<file path="src/rtl/key_loader_pkg.sv">
// Shared constants and state encoding for the serial key loader.
// Counter widths are derived here so the FSM follows any change of frame or timeout size.
package key_loader_pkg;

    localparam int KEY_W       = 7;
    localparam int FRAME_W     = 8;
    localparam int TIMEOUT_CYC = 16;
    localparam int MAX_FAIL    = 3;

    localparam int CNT_W  = $clog2(FRAME_W);
    localparam int TMO_W  = $clog2(TIMEOUT_CYC);
    localparam int FAIL_W = $clog2(MAX_FAIL + 1);

    typedef enum logic [2:0] {
        ST_IDLE    = 3'd0,
        ST_SHIFT   = 3'd1,
        ST_CHECK   = 3'd2,
        ST_ARMED   = 3'd3,
        ST_ERROR   = 3'd4,
        ST_LOCKOUT = 3'd5
    } state_e;

endpackage

</file>
<file path="src/rtl/key_loader.sv">
// Serial key loader: shifts an LSB-first key frame with even parity and drives the
// locked netlist's key bus only once the frame has been verified.
//
// state   | meaning
// --------+--------------------------------------------------------------
// IDLE    | no frame since reset, key bus zero
// SHIFT   | collecting frame bits, idle-cycle timeout running
// CHECK   | full frame held, parity evaluated this cycle
// ARMED   | verified key driven on keyinput
// ERROR   | parity error or timeout, waiting for a new load_start
// LOCKOUT | too many consecutive failures, only rst leaves
module key_loader
    import key_loader_pkg::*;
(
    input  logic             clk,
    input  logic             rst,
    input  logic             load_start,
    input  logic             key_bit_valid,
    input  logic             key_sdi,
    output logic [KEY_W-1:0] keyinput,
    output logic             key_armed,
    output logic             key_error,
    output logic             busy,
    output logic             locked_out
);

    localparam logic [CNT_W-1:0]  CNT_LAST = CNT_W'(FRAME_W - 1);
    localparam logic [TMO_W-1:0]  TMO_LAST = TMO_W'(TIMEOUT_CYC - 1);
    localparam logic [FAIL_W-1:0] FAIL_SAT = FAIL_W'(MAX_FAIL);
    localparam logic [FAIL_W-1:0] FAIL_PRE = FAIL_W'(MAX_FAIL - 1);

    state_e             state_q, state_d;
    logic [FRAME_W-1:0] shift_q, shift_d;
    logic [CNT_W-1:0]   cnt_q,   cnt_d;
    logic [TMO_W-1:0]   tmo_q,   tmo_d;
    logic [FAIL_W-1:0]  fail_q,  fail_d;
    logic [KEY_W-1:0]   keyinput_q, keyinput_d;
    logic               key_armed_q, key_armed_d;
    logic               key_error_q, key_error_d;
    logic               busy_q, busy_d;
    logic               locked_out_q, locked_out_d;
    logic               start_frame;
    logic               fail_hit;

    // LOCKOUT ignores load_start; everywhere else it (re)opens a frame and wins over a bit.
    assign start_frame = load_start && (state_q != ST_LOCKOUT);

    always_comb begin
        state_d  = state_q;
        shift_d  = shift_q;
        cnt_d    = cnt_q;
        tmo_d    = tmo_q;
        fail_d   = fail_q;
        fail_hit = 1'b0;

        if (start_frame) begin
            state_d = ST_SHIFT;
            shift_d = '0;
            cnt_d   = '0;
            tmo_d   = '0;
        end else begin
            case (state_q)
                ST_SHIFT: begin
                    if (key_bit_valid) begin
                        // New bits enter at the top so the first bit ends up in bit 0.
                        shift_d = {key_sdi, shift_q[FRAME_W-1:1]};
                        cnt_d   = cnt_q + 1'b1;
                        tmo_d   = '0;
                        if (cnt_q == CNT_LAST) begin
                            state_d = ST_CHECK;
                        end
                    end else if (tmo_q == TMO_LAST) begin
                        fail_hit = 1'b1;
                    end else begin
                        tmo_d = tmo_q + 1'b1;
                    end
                end
                ST_CHECK: begin
                    if (^shift_q == 1'b0) begin
                        state_d = ST_ARMED;
                        fail_d  = '0;
                    end else begin
                        fail_hit = 1'b1;
                    end
                end
                ST_IDLE, ST_ARMED, ST_ERROR, ST_LOCKOUT: begin
                    state_d = state_q;
                end
                default: begin
                    state_d = ST_IDLE;
                end
            endcase
        end

        if (fail_hit) begin
            fail_d  = (fail_q == FAIL_SAT) ? fail_q : fail_q + 1'b1;
            state_d = (fail_q >= FAIL_PRE) ? ST_LOCKOUT : ST_ERROR;
        end
    end

    // Outputs are registered from the next state so they line up with state_q.
    always_comb begin
        keyinput_d   = (state_d == ST_ARMED) ? shift_d[KEY_W-1:0] : '0;
        key_armed_d  = (state_d == ST_ARMED);
        key_error_d  = (state_d == ST_ERROR) || (state_d == ST_LOCKOUT);
        busy_d       = (state_d == ST_SHIFT) || (state_d == ST_CHECK);
        locked_out_d = (state_d == ST_LOCKOUT);
    end

    always_ff @(posedge clk) begin
        if (rst) begin
            state_q      <= ST_IDLE;
            shift_q      <= '0;
            cnt_q        <= '0;
            tmo_q        <= '0;
            fail_q       <= '0;
            keyinput_q   <= '0;
            key_armed_q  <= 1'b0;
            key_error_q  <= 1'b0;
            busy_q       <= 1'b0;
            locked_out_q <= 1'b0;
        end else begin
            state_q      <= state_d;
            shift_q      <= shift_d;
            cnt_q        <= cnt_d;
            tmo_q        <= tmo_d;
            fail_q       <= fail_d;
            keyinput_q   <= keyinput_d;
            key_armed_q  <= key_armed_d;
            key_error_q  <= key_error_d;
            busy_q       <= busy_d;
            locked_out_q <= locked_out_d;
        end
    end

    assign keyinput   = keyinput_q;
    assign key_armed  = key_armed_q;
    assign key_error  = key_error_q;
    assign busy       = busy_q;
    assign locked_out = locked_out_q;

endmodule

</file>
<file path="config.mk">
export PLATFORM = sky130hd
export DESIGN_NAME = key_loader
export DESIGN_NICKNAME = d
export VERILOG_FILES = /design/src/rtl/key_loader_pkg.sv /design/src/rtl/key_loader.sv
export SDC_FILE = /design/constraint.sdc
export NUM_CORES = 1
export LEC_CHECK = 0
export ABC_AREA = 1
export BUFFER_PORTS_ARGS = -buffer_cell sky130_fd_sc_hd__buf_4
export CORE_ASPECT_RATIO = 0.6
export CORE_MARGIN = 4
export CORE_UTILIZATION = 45
export DETAILED_ROUTE_END_ITERATION = 6
export GPL_ROUTABILITY_DRIVEN = 0
export PLACE_DENSITY = 0.63
export RECOVER_POWER = 100
export REMOVE_ABC_BUFFERS = 1
export SYNTH_ARGS = -nofsm -noshare
export SYNTH_HDL_FRONTEND = slang
export SYNTH_SLANG_ARGS = --single-unit
</file>
<file path="constraint.sdc">
create_clock -name clk -period 2.6 [get_ports clk]
set_input_delay 0.52 -clock clk [delete_from_list [all_inputs] [get_ports clk]]
set_output_delay 0.52 -clock clk [all_outputs]
set_load 0.01 [all_outputs]
</file>
==> summary.txt <==
Logic synthesis
  – Synth top area cells: dfxtp_1, nand2_1, inv_1
  – Adder-Cell Fraction of Synth Area: 0.04095
  – Synth Area in XOR/XNOR: 0.005733
  – Top cell type's share of synthesized area: 0.4062
  – Post-Syn Instances: ~210
  – Synthesized area per cell: 7.172 µm²
  – Post-Synth Simple-Gate Area: 0.3669
  – Yosys warns: 0
  – Seq/Total Area, Yosys: 0.4062
  – Yosys top cell by area: dfxtp_1
  – Post-synthesis mux area share: 0
  – Synth cell types: 28
  – Mapped cell area: ~1500 µm²
  – Main combinational cell family by area after synthesis: simple AND/OR/NAND/NOR gates
  – Synth Area in Compound Gates: 0.09828
  – Post-synthesis register bit count: 31

Clock network
  – CTS Hold Bufs: 0
  – CTS clk-pin slew, worst paths: around 0.06 ns
  – Max clock buf depth: 2
  – Cts bufs inserted: 5
  – CTS tree: yes
  – Worst skew pair latency: between 0.2 and 0.3 ns
  – CTS sink cnt: 31
  – Setup Buffers After CTS: 0
  – Root buf cell: clkbuf_8
  – # resized after CTS: 0
  – Htree depth: 2

Place
  – Post-detailed-placement cell area: about 1700 µm²
  – Dpl ws: around 0.95 ns
  – I/O Buffers: 15
  – Placed Cells: 270
  – HPWL Detailed: roughly 2200 µm

Timing
  – Worst setup margin: approximately 0.62 ns
  – Max-slew violation count: 0
  – Final setup viols: 0
  – Period utilization: 0.7619
  – Final Hold Fails: 0
  – Layout Skew: about 0.008 ns
  – RSZ-0062 raised after global routing: false
  – Worst Max-Slew Pin Slew: 0.4409 ns
  – Final worst path period need: just under 2 ns
  – Top achievable clock speed: between 0.5 and 0.6 GHz
  – Hold_ws: between 0.4 and 0.5 ns
  – Max-slew headroom: 0.7054
  – Setup TNS: 0 ns

Floorplan
  – Chip Height: about 53 µm
  – Core Area: ~3300 µm²
  – Ports: 16
  – Site Rows: 16
  – Die area: roughly 4400 µm²
  – Initial Utilization: 0.4682
  – Width of the die: between 80 and 90 µm

Drt
  – Detailed router's first-iteration violation count: 126
  – Wire per inst: between 10 and 15 µm
  – Drt first pass iters: 4
  – Drc violations: 0
  – WL final: 2887 µm
  – Avg Vias per Cell: 4.726
  – Vias post-DR: between 1,000 and 1,500
  – Final ANT Viol Nets: 0

Power and ir drop
  – Leakage: between 0.7 and 0.8 nW
  – Clock power frac: 0.442
  – Net switching power figure: 0.2316 mW
  – Logic gate share of total power: 0.079
  – Pint: 0.7892 mW
  – Register share of total power: 0.479
  – Max VDD drop: 0.0003272 V
  – Sw Share: 0.2269
  – Cell Pwr Density: just under 600 nW/µm²
  – Design Power: around 1.0 mW

Critical path
  – Critical Path Most Common Cell: nand2_1
  – Worst EP required: about 2.8 ns
  – Crit path cell chain: inv_1, nor3_1, nand4_1, nand2_1, nor2_1, inv_2, nor2_8, nand2_1, nor2_2
  – CP arrival: ~2.2 ns
  – Worst path max stage delay: ~0.41 ns
  – Delay-heaviest family, CP: simple AND/OR/NAND/NOR gates
  – Crit path launch type: flip-flop
  – WP buf/inv: 2
  – Critical-path top delay cell: dfxtp_1
  – Largest fanout on the critical path: 8
  – CP Class: reg2reg
  – Crit. End Element: flip-flop

Final layout
  – Fin area: 1722 µm²
  – Area delta synth->final: 12.69%
  – Layout cells sized above 1: 0.1293
  – Multi-input gate area: between 700 and 800 µm²
  – Most frequent cells in the layout: nand2_1, dfxtp_1, inv_1
  – Layout Nets: about 240
  – Final Core Density: 0.5276
  – FILL cells: 349
  – Most common cell after layout, fill and taps aside: nand2_1
  – Final non-filler cell total: 277
  – Number of diodes: 0
  – FF/Latch Area: 620.6 µm²

Flow run
  – Max-cap violations: 0

Global route
  – First-pass GRT wire length: approximately 5100 µm
  – GRT overflow: 0
  – Tot GR Track Use: 0.1514
  – Largest net degree at the start of global routing: 21
  – Initial antenna violation count: 0
  – Number of global-route vias before repair: between 1,000 and 1,500

Outcome
  – Status: finished clean

Hold path
  – Hold Path Class: reg2reg
[final timing paths]
check / startpoint / end / slack [ns] / cells after the start
setup / recovery: state_q[0] / keyinput[6] / 0.62 / 9
hold / removal: cnt_q[1] / cnt_q[1] / 0.47 / 2
setup reg to reg: state_q[0] / keyinput[6] / 0.62 / 9
hold reg to reg: cnt_q[1] / cnt_q[1] / 0.47 / 2
[final cells by class]
| cell class | instances | area share |
|---|---|---|
| clock inverters | 1 | 0.01744 |
| inverters | 27 | 0.05887 |
| multi-input cells | 151 | 0.4426 |
| clock buffers | 6 | 0.04215 |
| repair buffers | 16 | 0.04578 |
| well taps | 45 | 0.03270 |
| flip-flops and latches | 31 | 0.3605 |
[registers in the layout, indices dropped and copies added (netlist names)]
register / count
state_q: 3
keyinput: 7
cnt_q: 3
locked_out: 1
key_armed: 1
shift_q: 8
busy: 1
key_error: 1
fail_q: 2
tmo_q: 4
[synth_stat cells]
library cell and count:
nand4_1 4, nor2_1 18, o21ai_4 1, clkbuf_1 1
inv_1 21, inv_2 6, nand3_2 1, dfxtp_1 31
o21ai_1 1, a21oi_1 11, nand2_2 4, buf_4 2
nor2_2 10, buf_2 1, or2_2 1, ha_1 5
o21a_1 1, o22ai_1 1, a211oi_1 1, nor3_2 1
nor3_1 2, xor2_1 1, o211ai_1 7, nor2_8 1
nand2_4 1, nand3_1 11, nand2_1 67, nor4_1 1
[power by group through the flow]
| stage | logic (mW) | registers, mW | clock network [mW] |
|---|---|---|---|
| 2_1_floorplan | 0.0579 | 0.498 | 0 |
| 3_3_place_gp | 0.0826 | 0.500 | 0 |
| 3_5_place_dp | 0.0829 | 0.499 | 0 |
| 4_1_cts | 0.0833 | 0.489 | 0.461 |
| 5_1_grt | 0.0918 | 0.489 | 0.484 |
| 6_report | 0.0807 | 0.489 | 0.452 |
[tightest hold or removal path, cell delays in order, from the launching register on]
cell and delay (ns):
dfxtp_1 0.31, nand2_1 0.06, a21oi_1 0.05
[metal layers]
metal	routed length [µm]	track usage	share of wire	up-vias
li1	-	-	-	713
met1	1613	0.2146	0.56	570
met2	1072	0.1955	0.37	19
met3	167	0.07154	0.058	7
met4	35	0.04891	0.012	0
met5	0	0	0	-
[cells by family after synthesis]
family,count (synthesis)
DFF,31
and+or+nand+nor,122
buffers and inverters,31
adders and majority gates,5
AOI/OAI and AO/OA,23
xor gates and xnor gates,1
Power figures use the tool's default switching activity.
